[config.mk]
export PLATFORM = sky130hd
export DESIGN_NAME = alu_req_arbiter
export DESIGN_NICKNAME = d
export VERILOG_FILES = /design/src/rtl/alu_req_arbiter.sv
export SDC_FILE = /design/constraint.sdc
export NUM_CORES = 1
export LEC_CHECK = 0
export BUFFER_PORTS_ARGS = -buffer_cell sky130_fd_sc_hd__buf_2
export CELL_PAD_IN_SITES_DETAIL_PLACEMENT = 1
export CELL_PAD_IN_SITES_GLOBAL_PLACEMENT = 1
export CORE_ASPECT_RATIO = 1.5
export CORE_UTILIZATION = 25
export CTS_BUF_LIST = sky130_fd_sc_hd__clkbuf_4 sky130_fd_sc_hd__clkbuf_8
export CTS_CLUSTER_SIZE = 40
export DETAILED_ROUTE_END_ITERATION = 10
export HOLD_SLACK_MARGIN = 0.05
export PLACE_DENSITY = 0.7
export SKIP_CTS_REPAIR_TIMING = 1
export SYNTH_ARGS = -nofsm -noshare
export SYNTH_HDL_FRONTEND = slang
export SYNTH_SLANG_ARGS = --single-unit
[constraint.sdc]
create_clock -name clk -period 3.3 [get_ports clk]
set_input_delay 0.33 -clock clk [delete_from_list [all_inputs] [get_ports clk]]
set_output_delay 0.33 -clock clk [all_outputs]
set_load 0.03 [all_outputs]
[src/rtl/alu_req_arbiter.sv]
`default_nettype none
// ============================================================================
// Module      : alu_req_arbiter
// Description : Round-robin arbiter that shares one combinational sliced ALU
//               between two requesters. It latches the winner's operands,
//               drives the ALU for one cycle, registers RESULT/CMP and returns
//               a tagged response over a valid/ready handshake.
//               Optional build macro: ALU_ARB_STATS_EN adds saturating
//               grant/error counters (gnt0_cnt, gnt1_cnt, err_cnt).
// Revision    : 1.0 - initial release
// ============================================================================
module alu_req_arbiter #(
    parameter int S   = 4,   // slice width, must match the ALU instance
    parameter int N_A = 2    // number of slices
) (
    input  logic               clk,
    input  logic               rst,

    // requester 0
    input  logic               req0_valid,
    output logic               req0_ready,
    input  logic [N_A*S-1:0]   req0_a,
    input  logic [N_A*S-1:0]   req0_b,
    input  logic [2:0]         req0_op,

    // requester 1
    input  logic               req1_valid,
    output logic               req1_ready,
    input  logic [N_A*S-1:0]   req1_a,
    input  logic [N_A*S-1:0]   req1_b,
    input  logic [2:0]         req1_op,

    // external ALU connection
    output logic [N_A*S-1:0]   alu_a,
    output logic [N_A*S-1:0]   alu_b,
    output logic [2:0]         alu_op,
    input  logic [N_A*S-1:0]   alu_result,
    input  logic [1:0]         alu_cmp,

    // response channel
    output logic               rsp_valid,
    input  logic               rsp_ready,
    output logic               rsp_id,
    output logic [N_A*S-1:0]   rsp_result,
    output logic [1:0]         rsp_cmp,
    output logic               rsp_err,

    output logic               busy
`ifdef ALU_ARB_STATS_EN
    ,
    output logic [15:0]        gnt0_cnt,
    output logic [15:0]        gnt1_cnt,
    output logic [7:0]         err_cnt
`endif
);

    localparam int W = N_A * S;

    typedef enum logic [1:0] {
        ST_IDLE = 2'd0,
        ST_EXEC = 2'd1,
        ST_RESP = 2'd2
    } state_t;

    state_t          r_state;
    state_t          w_state_nxt;

    logic            r_last_grant;

    // ALU-facing operand registers; only legal ops ever load them so the ALU
    // inputs never toggle for an op that bypasses the datapath.
    logic [W-1:0]    r_a;
    logic [W-1:0]    r_b;
    logic [2:0]      r_op;

    logic            r_id;
    logic [W-1:0]    r_rsp_result;
    logic [1:0]      r_rsp_cmp;
    logic            r_rsp_err;

    logic            w_grant_valid;
    logic            w_grant_id;
    logic [W-1:0]    w_sel_a;
    logic [W-1:0]    w_sel_b;
    logic [2:0]      w_sel_op;
    logic            w_sel_unsup;

    // Round-robin pick: a lone requester wins; on a tie the one that did not
    // win last time goes. Only evaluated while idle so arbitration is frozen
    // for the whole EXEC/RESP window.
    always_comb begin
        w_grant_valid = 1'b0;
        w_grant_id    = 1'b0;
        if (r_state == ST_IDLE) begin
            if (req0_valid && req1_valid) begin
                w_grant_valid = 1'b1;
                w_grant_id    = ~r_last_grant;
            end else if (req0_valid) begin
                w_grant_valid = 1'b1;
                w_grant_id    = 1'b0;
            end else if (req1_valid) begin
                w_grant_valid = 1'b1;
                w_grant_id    = 1'b1;
            end
        end
    end

    // Steer the winning requester's operation toward the latch registers.
    always_comb begin
        w_sel_a     = w_grant_id ? req1_a  : req0_a;
        w_sel_b     = w_grant_id ? req1_b  : req0_b;
        w_sel_op    = w_grant_id ? req1_op : req0_op;
        w_sel_unsup = w_sel_op[2];
    end

    // Next-state and handshake outputs; ready is a pure function of the
    // current grant so it can never be high for both requesters.
    always_comb begin
        w_state_nxt = r_state;
        req0_ready  = 1'b0;
        req1_ready  = 1'b0;
        rsp_valid   = 1'b0;
        busy        = 1'b1;
        case (r_state)
            ST_IDLE: begin
                busy       = 1'b0;
                req0_ready = w_grant_valid & ~w_grant_id;
                req1_ready = w_grant_valid &  w_grant_id;
                if (w_grant_valid) begin
                    // unsupported opcodes skip the ALU cycle entirely
                    w_state_nxt = w_sel_unsup ? ST_RESP : ST_EXEC;
                end
            end
            ST_EXEC: begin
                w_state_nxt = ST_RESP;
            end
            ST_RESP: begin
                rsp_valid = 1'b1;
                if (rsp_ready) begin
                    w_state_nxt = ST_IDLE;
                end
            end
            default: begin
                w_state_nxt = ST_IDLE;
            end
        endcase
    end

    // FSM state register.
    always_ff @(posedge clk or posedge rst) begin
        if (rst) begin
            r_state <= ST_IDLE;
        end else begin
            r_state <= w_state_nxt;
        end
    end

    // Grant bookkeeping: owner tag and round-robin history. Resetting the
    // history to 1 lets requester 0 win the first tie.
    always_ff @(posedge clk or posedge rst) begin
        if (rst) begin
            r_last_grant <= 1'b1;
            r_id         <= 1'b0;
        end else if (w_grant_valid) begin
            r_last_grant <= w_grant_id;
            r_id         <= w_grant_id;
        end
    end

    // Operand latch feeding the ALU; held through EXEC and while idle.
    always_ff @(posedge clk or posedge rst) begin
        if (rst) begin
            r_a  <= '0;
            r_b  <= '0;
            r_op <= '0;
        end else if (w_grant_valid && !w_sel_unsup) begin
            r_a  <= w_sel_a;
            r_b  <= w_sel_b;
            r_op <= w_sel_op;
        end
    end

    // Response registers: loaded from the ALU at the end of EXEC, or with an
    // error response directly on an unsupported grant. Nothing can load them
    // while in RESP, which keeps the response stable under backpressure.
    always_ff @(posedge clk or posedge rst) begin
        if (rst) begin
            r_rsp_result <= '0;
            r_rsp_cmp    <= '0;
            r_rsp_err    <= 1'b0;
        end else if (r_state == ST_EXEC) begin
            r_rsp_result <= alu_result;
            r_rsp_cmp    <= alu_cmp;
            r_rsp_err    <= 1'b0;
        end else if (w_grant_valid && w_sel_unsup) begin
            r_rsp_result <= '0;
            r_rsp_cmp    <= '0;
            r_rsp_err    <= 1'b1;
        end
    end

    assign alu_a      = r_a;
    assign alu_b      = r_b;
    assign alu_op     = r_op;
    assign rsp_id     = r_id;
    assign rsp_result = r_rsp_result;
    assign rsp_cmp    = r_rsp_cmp;
    assign rsp_err    = r_rsp_err;

`ifdef ALU_ARB_STATS_EN
    logic [15:0] r_gnt0_cnt;
    logic [15:0] r_gnt1_cnt;
    logic [7:0]  r_err_cnt;

    // Saturating per-requester grant counters and unsupported-op counter.
    always_ff @(posedge clk or posedge rst) begin
        if (rst) begin
            r_gnt0_cnt <= '0;
            r_gnt1_cnt <= '0;
            r_err_cnt  <= '0;
        end else if (w_grant_valid) begin
            if (!w_grant_id && (r_gnt0_cnt != 16'hFFFF)) begin
                r_gnt0_cnt <= r_gnt0_cnt + 16'd1;
            end
            if (w_grant_id && (r_gnt1_cnt != 16'hFFFF)) begin
                r_gnt1_cnt <= r_gnt1_cnt + 16'd1;
            end
            if (w_sel_unsup && (r_err_cnt != 8'hFF)) begin
                r_err_cnt <= r_err_cnt + 8'd1;
            end
        end
    end

    assign gnt0_cnt = r_gnt0_cnt;
    assign gnt1_cnt = r_gnt1_cnt;
    assign err_cnt  = r_err_cnt;
`endif

endmodule
`default_nettype wire
Yosys cells after proc, flatten, opt, wreduce, memory -nomap -nowiden
Index checks and enable logic that the tools add are counted.

cells by class
  equal/unequal tests = 4
  muxes and demuxes = 24
  bitwise operators = 4
  reductions and logical operators = 7

operators with widths
  operator                                                          count
  8-bit two-way mux                                                 4
  1-bit two-way mux                                                 13
  2-bit two-way mux                                                 5
  2-bit case mux with 3 select lines                                1
  2-bit inequality test (second input constant)                     2
  1-bit logical AND                                                 3
  3-bit two-way mux                                                 1
  1-bit bitwise AND                                                 2
  2-bit by 1-bit == test with 1-bit output (second input constant)  1
  2-bit == test (second input constant)                             1
  2-bit logical NOT                                                 1
  1-bit inverter                                                    2
  2-bit AND reduction                                               1
  2-bit nonzero test                                                1
  1-bit logical NOT                                                 1

storage, ports and cells
  flip-flop bits (word level) = 34
  output and inout port bits = 35
  logic and storage cells = 48

Depth between registers and ports, before layout
Gate-level depths: netlist of run 1.

  depth in word-level cells = 8
  gate-level depth with buffers = 5

Least setup slack after synthesis of run 1
OpenSTA, ideal clock, no wires.

  path kind = register to output
  start point = reg r_state[1]
  end point = out req1_ready
  arrival = 1.498 ns
  data required time = 2.970 ns
  setup slack = 1.472 ns
  cell stages (with the launch flop) = 4
  cells stage by stage = dfrtp_1 -> or3b_1 -> clkbuf_1 -> a21oi_1

on the way
  word-level cells in the longest chain between the ends = 4
  elaborated cells on any way between the ends = 5
  those cells by class = 3 x mux; 1 x bitwise; 1 x reduce/logical

ends and longest elaborated chain
  element                 RTL line  source
  from (decl)             65        state_t r_state;
  from (signal assigned)  154       r_state <= w_state_nxt;
  2-bit logical NOT *     94, 124
  1-bit two-way mux       94        if (r_state == ST_IDLE) begin
  1-bit bitwise AND       128       req1_ready = w_grant_valid & w_grant_id;
  1-bit two-way mux *     124       case (r_state)
  to (decl)               28        output logic req1_ready,

Every way passes the cells marked *; elsewhere a longest branch is shown, timed or not.

Final worst setup path of run 1
Same ends and word-level chain as after synthesis.

==> impl_metrics.csv, run 1 <==
group,metric,value,unit
sta,fin_crit,2.19,ns
synthesis,ys_warn_count,0,
setup_path,cp-end-kind,"output port",
route,totalWireLength,5490,um
route,drt-pass1-iter-count,4,
clock_tree,clk_latency,0.28,ns
synthesis,yosys-top-cells-area,"dfrtp_1 (49%), a311oi_1 (9.4%), nor4_1 (6.7%)",
clock_tree,cts_tree,"done",
sta,max-slew-margin-rel,37.2,%
synthesis,syn_area_per_cell,9.32,um^2
placement,port_buffers,87,
finish,diodes,0,
synthesis,yosysTopAreaCell,"dfrtp_1",
setup_path,worstRegToRegCells,3,
flow_run,drv_cap,0,
grt,grt_use_met3,3.01,%
setup_path,start_kind,"register",
die,initial_core_util,25.9,%
synthesis,ys_types,26,
setup_path,critPathArrivalTime,1.86,ns
sta,setup_viol,0,
die,coreArea,6490,um^2
sta,rsz0062_at_grt,"false",
route,drc_errors,0,
placement,place_ws,1.12,ns
route,viasPerCell,5.03,
pwr,p_comb_share,50.9,%
sta,tightest_slew,0.941,ns
synthesis,synthCells,180,
die,rows,36,
synthesis,netlist.area_leader.share,49.2,%
pwr,clkPwrFrac,15.3,%
grt,grt_use_met1,21.1,%
pwr,power_frac_seq,33.8,%
synthesis,yosysSeqAreaShare,50.8,%
sta,slew_viol_final,0,
setup_path,cp_data_required_time,2.97,ns
sta,finalHoldViolCount,0,
die,die_x,68.9,um
finish,final_cell_mix,"buf_2 (87), dfrtp_1 (33), nand2_1 (23)",
grt,grt_usage,16.5,%
die,die_y,102,um
pwr,total_power,2160,uW
synthesis,synthesis.area,1680,um^2
finish,area_delta_synth_final,33.8,%
sta,layout_setup_ws,1.11,ns
pwr,p_leak,0.00111,uW
route,vias,1690,
placement,globalplace.congestion,0.754,
hold_path,hold_path.class,"input pin to async pin",
finish,final_common_cell,"buf_2",
clock_tree,clk_pin_slew,0.07,ns
grt,grt_max_degree,25,
clock_tree,htreeDepth,2,
sta,final.setup_skew,0.00348,ns
finish,post-route-util,34.6,%
grt,grt-ovfl-total,0,
synthesis,synth.net_count,233,
pwr,p_int,1120,uW
grt,grt.busiest_layer,"met2",
route,drt_iter0_drc,93,
finish,area.sequential,852,um^2
route,drtAntennaViolNets,0,
grt,grt_pass1_wl,8720,um
route,detail_route.wl_per_cell,16.3,um
clock_tree,cts_sinks,34,
sta,final_min_period_over_clock_period,66.5,%
grt,grtUsageMet2,27.8,%
finish,multi_input_area,669,um^2
clock_tree,root_buffer,"clkbuf_8",
pwr,p_sw_share,48.2,%
die,die_area,7050,um^2
finish,nets,312,
status,status,"finished clean",
pwr,p_per_area,962,nW/um^2
sta,hold_slack,0.245,ns
setup_path,path_class,"register to output port",
sta,timing.fmax,0.456,GHz
die,io_pins,88,
setup_path,rrSetupSlack,1.14,ns
setup_path,path_max_fanout,21,
synthesis,synth_seq_cells,34,
clock_tree,numCtsBuffers,5,
pwr,irDropWorstVdd,0.000354,V
placement,post-dp-hpwl,3890,um
grt,grt_pass1_vias,1746,
grt,antenna_found_initial,0,
finish,n_fill_cell,817,
clock_tree,clockBufferDepth,2,
finish,drive_above_1_share,40.0,%
pwr,power.switching,1040,uW
setup_path,timing.rr.start,"r_state[1]",
sta,finalSetupTns,0,ns
setup_path,r2r_end,"alu_a[6]",
[routing by layer]
layer | vias up | wire, um
met1 | 820 | 2380
met2 | 60 | 2740
met3 | 6 | 314
met5 | - | 0
li1 | 804 | -
met4 | 0 | 64
[through the flow]
| stage | cell area [um^2] | std cells |
|---|---|---|
| 2_1_floorplan | 1680 | 180 |
| 3_3_place_gp | 2150 | 328 |
| 3_5_place_dp | 2150 | 328 |
| 4_1_cts | 2240 | 336 |
| 5_1_grt | 2240 | 336 |
| 6_report | 2240 | 336 |
[worst max path at each step]
stage	startpoint	to	slack, ns	cells past startpoint
after global placement	r_state[1]	alu_a[6]	1.21	3
after CTS	r_state[1]	req1_ready	1.08	3
final	r_state[1]	req1_ready	1.11	3
after detailed placement	r_state[1]	alu_b[2]	1.12	3
after floorplan	r_state[1]	req1_ready	1.47	3
after global routing	r_state[1]	alu_op[1]	1.0	3
[area by class of cell]
| class | instances | share of cell area [%] |
|---|---|---|
| Clock buffer | 7 | 4.01 |
| Timing Repair Buffer | 90 | 20.4 |
| Tap cell | 76 | 4.24 |
| Inverter | 20 | 3.34 |
| Sequential cell | 34 | 38.0 |
| Multi-Input combinational cell | 108 | 29.8 |
| Clock inverter | 1 | 0.223 |
[cell usage after synthesis]
cell,n
dfrtp_1,33
nand2_1,23
inv_1,20
a311oi_1,18
nor3_1,18
nor4_1,18
clkbuf_1,14
o31ai_1,10
nor2_1,3
nor2b_1,3
and3_1,2
buf_6,2
nor3b_1,2
or2_2,2
a2111o_1,1
a21o_1,1
a21oi_1,1
buf_1,1
buf_2,1
dfstp_2,1
nand2b_1,1
o21ai_0,1
o31a_1,1
or3_4,1
or3b_1,1
or3b_4,1
[sequential cells by signal, indices dropped and copies added (netlist names)]
name / flops
alu_op: 3
alu_b: 8
r_last_grant: 1
rsp_cmp: 2
rsp_err: 1
rsp_id: 1
rsp_result: 8
alu_a: 8
r_state: 2
[critical path, cell delays in order, from the launching register on]
cell     delay [ns]
dfrtp_1        0.43
or3b_1         0.69
a21oi_1        0.24
buf_2          0.22
[cell families (layout without fill, tap and decap cells)]
family                 after synthesis  in the layout  share of synthesized area (%)
AND/OR/NAND/NOR                     75             75                           23.6
buffers and inverters               38            118                           9.47
flip-flops                          34             34                           50.8
AO/OA/AOI/OAI                       33             33                           16.1
[power by group through the flow]
stage,logic (uW),registers [uW],clock network (uW)
5_1_grt,1200,759,357
3_5_place_dp,1110,738,0
6_report,1100,730,331
3_3_place_gp,1100,739,0
2_1_floorplan,430,1080,0
4_1_cts,1110,732,341
Note: power is estimated with default switching activity, not from simulation.
==> run 2, diff against run 1 <==
==> constraint.sdc (replaced) <==
create_clock -name clk -period 2.2 [get_ports clk]
set_input_delay 0.22 -clock clk [delete_from_list [all_inputs] [get_ports clk]]
set_output_delay 0.22 -clock clk [all_outputs]
set_load 0.03 [all_outputs]
==> impl_metrics.csv, run 2 (same netlist as run 1, synthesis figures left out) <==
group,metric,value,unit
sta,setup_viol,0,
die,io_pins,88,
setup_path,crit_path_end,"req0_ready",
pwr,p_per_area,1450,nW/um^2
setup_path,path_class,"register to output port",
setup_path,start_kind,"register",
clock_tree,cts_tree,"done",
status,status,"finished clean",
placement,post-dp-hpwl,3950,um
placement,place_ws,0.409,ns
setup_path,crit_start,"r_state[1]",
sta,layout_setup_ws,0.228,ns
clock_tree,cts_sinks,34,
setup_path,r2r_end,"alu_a[4]",
sta,finalSetupTns,0,ns
die,coreArea,6490,um^2
clock_tree,root_buffer,"clkbuf_8",
grt,grt_max_degree,35,
grt,antenna_found_initial,0,
finish,drive_above_1_share,40.7,%
placement,port_buffers,87,
sta,tightest_slew,0.777,ns
setup_path,path_max_fanout,21,
finish,final_common_cell,"buf_2",
clock_tree,numCtsBuffers,5,
finish,nets,315,
pwr,p_leak,0.00112,uW
clock_tree,clk_pin_slew,0.07,ns
pwr,irDropWorstVdd,0.000474,V
sta,fin_crit,1.97,ns
route,drc_errors,0,
finish,stdcell_count,339,
placement,globalplace.congestion,0.749,
route,totalWireLength,5590,um
route,drt-pass1-iter-count,4,
grt,grt-ovfl-total,0,
finish,n_fill_cell,815,
finish,post-route-util,35.0,%
sta,rsz0062_at_grt,"false",
finish,multi_input_area,669,um^2
finish,area.sequential,852,um^2
setup_path,rrSetupSlack,0.36,ns
finish,fin_area,2270,um^2
finish,diodes,0,
setup_path,critPathArrivalTime,1.75,ns
finish,area_delta_synth_final,35.1,%
die,initial_core_util,25.9,%
route,drtAntennaViolNets,0,
die,die_x,68.9,um
die,rows,36,
sta,final_min_period_over_clock_period,89.6,%
flow_run,drv_cap,0,
finish,final_cell_mix,"buf_2 (87), dfrtp_1 (33), nand2_1 (23)",
sta,slew_viol_final,0,
die,die_area,7050,um^2
sta,timing.fmax,0.507,GHz
route,vias,1740,
grt,grt_usage,17.0,%
setup_path,cp_data_required_time,1.98,ns
sta,max-slew-margin-rel,48.1,%
die,die_y,102,um
grt,grt_pass1_wl,8860,um
placement,dp_cells,331,
clock_tree,clk_latency,0.29,ns
hold_path,hold_path.class,"input pin to async pin",
placement,postPlaceCellArea,2170,um^2
sta,final.setup_skew,0.00605,ns
route,drt_iter0_drc,91,
route,viasPerCell,5.13,
setup_path,cp-end-kind,"output port",
setup_path,timing.rr.start,"r_state[1]",
clock_tree,clockBufferDepth,2,
setup_path,worstRegToRegCells,3,
route,detail_route.wl_per_cell,16.5,um
sta,finalHoldViolCount,0,
clock_tree,htreeDepth,2,
grt,grt_pass1_vias,1766,
## run 2: layout make-up
class	count	area share (%)
Multi-Input combinational cell	108	29.5
Timing Repair Buffer	93	21.2
Inverter	20	3.31
Clock buffer	6	3.64
Clock inverter	2	0.552
Sequential cell	34	37.6
Tap cell	76	4.19
## run 2: where the power goes
group          switching [uW]  internal, uW  leakage, uW
clock                     246           252    0.0000472
sequential                177           921     0.000400
combinational            1170           510     0.000676
## run 2: metal layers
| metal | wire, um | GRT usage [%] | up-vias |
|---|---|---|---|
| li1 | - | - | 814 |
| met1 | 2380 | 21.3 | 847 |
| met5 | 0 | 0 | - |
| met2 | 2750 | 27.6 | 68 |
| met4 | 98 | 6.59 | 0 |
| met3 | 350 | 3.91 | 11 |
## run 2: worst min-delay path by stage
stage,endpoint
after floorplan,rsp_cmp[0]
after global placement,alu_a[6]
after detailed placement,alu_b[7]
after CTS,alu_b[6]
after global routing,alu_a[0]
final,alu_b[7]
## run 2: worst max-delay path: stages (launching register included)
cell,delay (ns)
dfrtp_1,0.43
or3b_4,0.42
buf_4,0.23
nor2_1,0.16
buf_2,0.22
## run 2: through the flow
stage	total power [uW]	hold WS, ns
floorplan	2260	0.335
finish	3280	0.0211
detailed placement	2810	0.354
CTS	3310	0.0399
global route	3510	0.0682
global placement	2770	0.349
==> run 3, diff against run 2 <==
--- a/config.mk
+++ b/config.mk
@@ -8,7 +8,7 @@
 export BUFFER_PORTS_ARGS = -buffer_cell sky130_fd_sc_hd__buf_2
 export CELL_PAD_IN_SITES_DETAIL_PLACEMENT = 1
 export CELL_PAD_IN_SITES_GLOBAL_PLACEMENT = 1
-export CORE_ASPECT_RATIO = 1.5
+export CORE_ASPECT_RATIO = 0.75
 export CORE_UTILIZATION = 25
 export CTS_BUF_LIST = sky130_fd_sc_hd__clkbuf_4 sky130_fd_sc_hd__clkbuf_8
 export CTS_CLUSTER_SIZE = 40
==> impl_metrics.csv, run 3 (same netlist as run 1, synthesis figures left out) <==
group,metric,value,unit
die,initial_core_util,26.3,%
sta,final_min_period_over_clock_period,89.2,%
clock_tree,clockBufferDepth,2,
route,detail_route.wl_per_cell,16.2,um
grt,grt_pass1_wl,9020,um
clock_tree,clk_latency,0.28,ns
sta,rsz0062_at_grt,"false",
setup_path,timing.rr.start,"r_state[1]",
route,viasPerCell,4.92,
setup_path,critPathArrivalTime,1.74,ns
setup_path,crit_start,"r_state[1]",
clock_tree,numCtsBuffers,5,
clock_tree,cts_sinks,34,
placement,post-dp-hpwl,3970,um
setup_path,path_max_fanout,20,
route,met1_length,2650,um
status,status,"finished clean",
finish,nets,317,
die,io_pins,88,
die,coreArea,6380,um^2
die,die_area,7050,um^2
placement,dp_cells,338,
clock_tree,htreeDepth,2,
setup_path,timing.critical_path.slowest_cell_delay,0.43,ns
sta,setup_viol,0,
finish,diodes,0,
sta,timing.fmax,0.510,GHz
route,drtAntennaViolNets,0,
route,drc_errors,0,
setup_path,critical_path.cell_chain,"or3b_1 -> buf_4 -> a21oi_1 -> buf_2",
sta,final.setup_skew,0.00396,ns
pwr,irDropWorstVdd,0.000492,V
sta,slew_viol_final,0,
flow_run,drv_cap,0,
finish,post-route-util,35.9,%
die,die_y,72.9,um
finish,stdcell_count,346,
route,top_layer,"met4",
sta,tightest_slew,0.455,ns
grt,grt-ovfl-total,0,
route,vias,1703,
sta,finalHoldViolCount,0,
grt,antenna_found_initial,0,
clock_tree,clk_pin_slew,0.07,ns
placement,port_buffers,87,
placement,globalplace.congestion,0.739,
pwr,p_leak,0.00114,uW
finish,final_cell_mix,"buf_2 (87), dfrtp_1 (33), nand2_1 (23)",
placement,place_ws,0.408,ns
setup_path,cp_data_required_time,1.98,ns
route,drt_iter0_drc,42,
sta,layout_setup_ws,0.238,ns
route,totalWireLength,5590,um
clock_tree,cts_tree,"done",
setup_path,crit_family,"buffers and inverters",
route,wl_met2,2490,um
sta,finalSetupTns,0,ns
finish,drive_above_1_share,41.1,%
sta,max-slew-margin-rel,69.7,%
hold_path,hold_path.class,"input pin to async pin",
grt,grt_usage,17.0,%
clock_tree,root_buffer,"clkbuf_8",
grt,grt_max_degree,35,
setup_path,start_kind,"register",
route,wl_met3,420,um
setup_path,path_class,"register to output port",
die,rows,25,
setup_path,cp-end-kind,"output port",
sta,fin_crit,1.96,ns
setup_path,cp_slowest_cell,"dfrtp_1",
setup_path,cp_num_buf_inv,2,
finish,final_common_cell,"buf_2",
pwr,p_per_area,1430,nW/um^2
finish,n_fill_cell,789,
route,drt-pass1-iter-count,4,
finish,area_delta_synth_final,36.4,%
sta,hold_slack,0.0180,ns
die,die_x,96.6,um
grt,grt_pass1_vias,1779,
## run 3: final timing paths
path	to	slack, ns	cells after the start
worst max-delay path	req1_ready	0.24	4
worst min-delay path	alu_b[0]	0.02	3
worst max register to register	alu_b[5]	0.40	3
worst min register to register	rsp_id	0.50	2
max in group asynchronous	r_last_grant	1.83	3
min in group clk	rsp_result[2]	0.14	3
## run 3: cell type report
class	instances	area (um^2)	share of cell area, %
timing repair buffer	95	495	21.7
multi-input combinational	108	669	29.3
inverter	20	75.1	3.28
tap	81	101	4.43
clock buffer	7	90.1	3.94
sequential	34	852	37.2
clock inverter	1	5.00	0.219
## run 3: worst min-delay path: stages
cell,delay (ns)
buf_2,0.09
inv_1,0.04
buf_4,0.38
## run 3: where the power goes
| group | switching [uW] | internal (uW) |
|---|---|---|
| combinational | 1170 | 523 |
| clock | 231 | 265 |
| sequential | 175 | 922 |
| total | 1570 | 1710 |
## run 3: layer usage
layer,vias up,track usage [%]
met1,824,25.1
met4,0,3.27
met5,-,0
met2,56,24.7
met3,4,5.00
li1,819,-
## run 3: metrics by stage
| stage | instance area (um^2) | power (uW) |
|---|---|---|
| final | 2290 | 3280 |
| after detailed placement | 2190 | 2820 |
| after floorplan | 1680 | 2260 |
| after CTS | 2290 | 3320 |
| after global routing | 2290 | 3500 |
| after global placement | 2190 | 2780 |
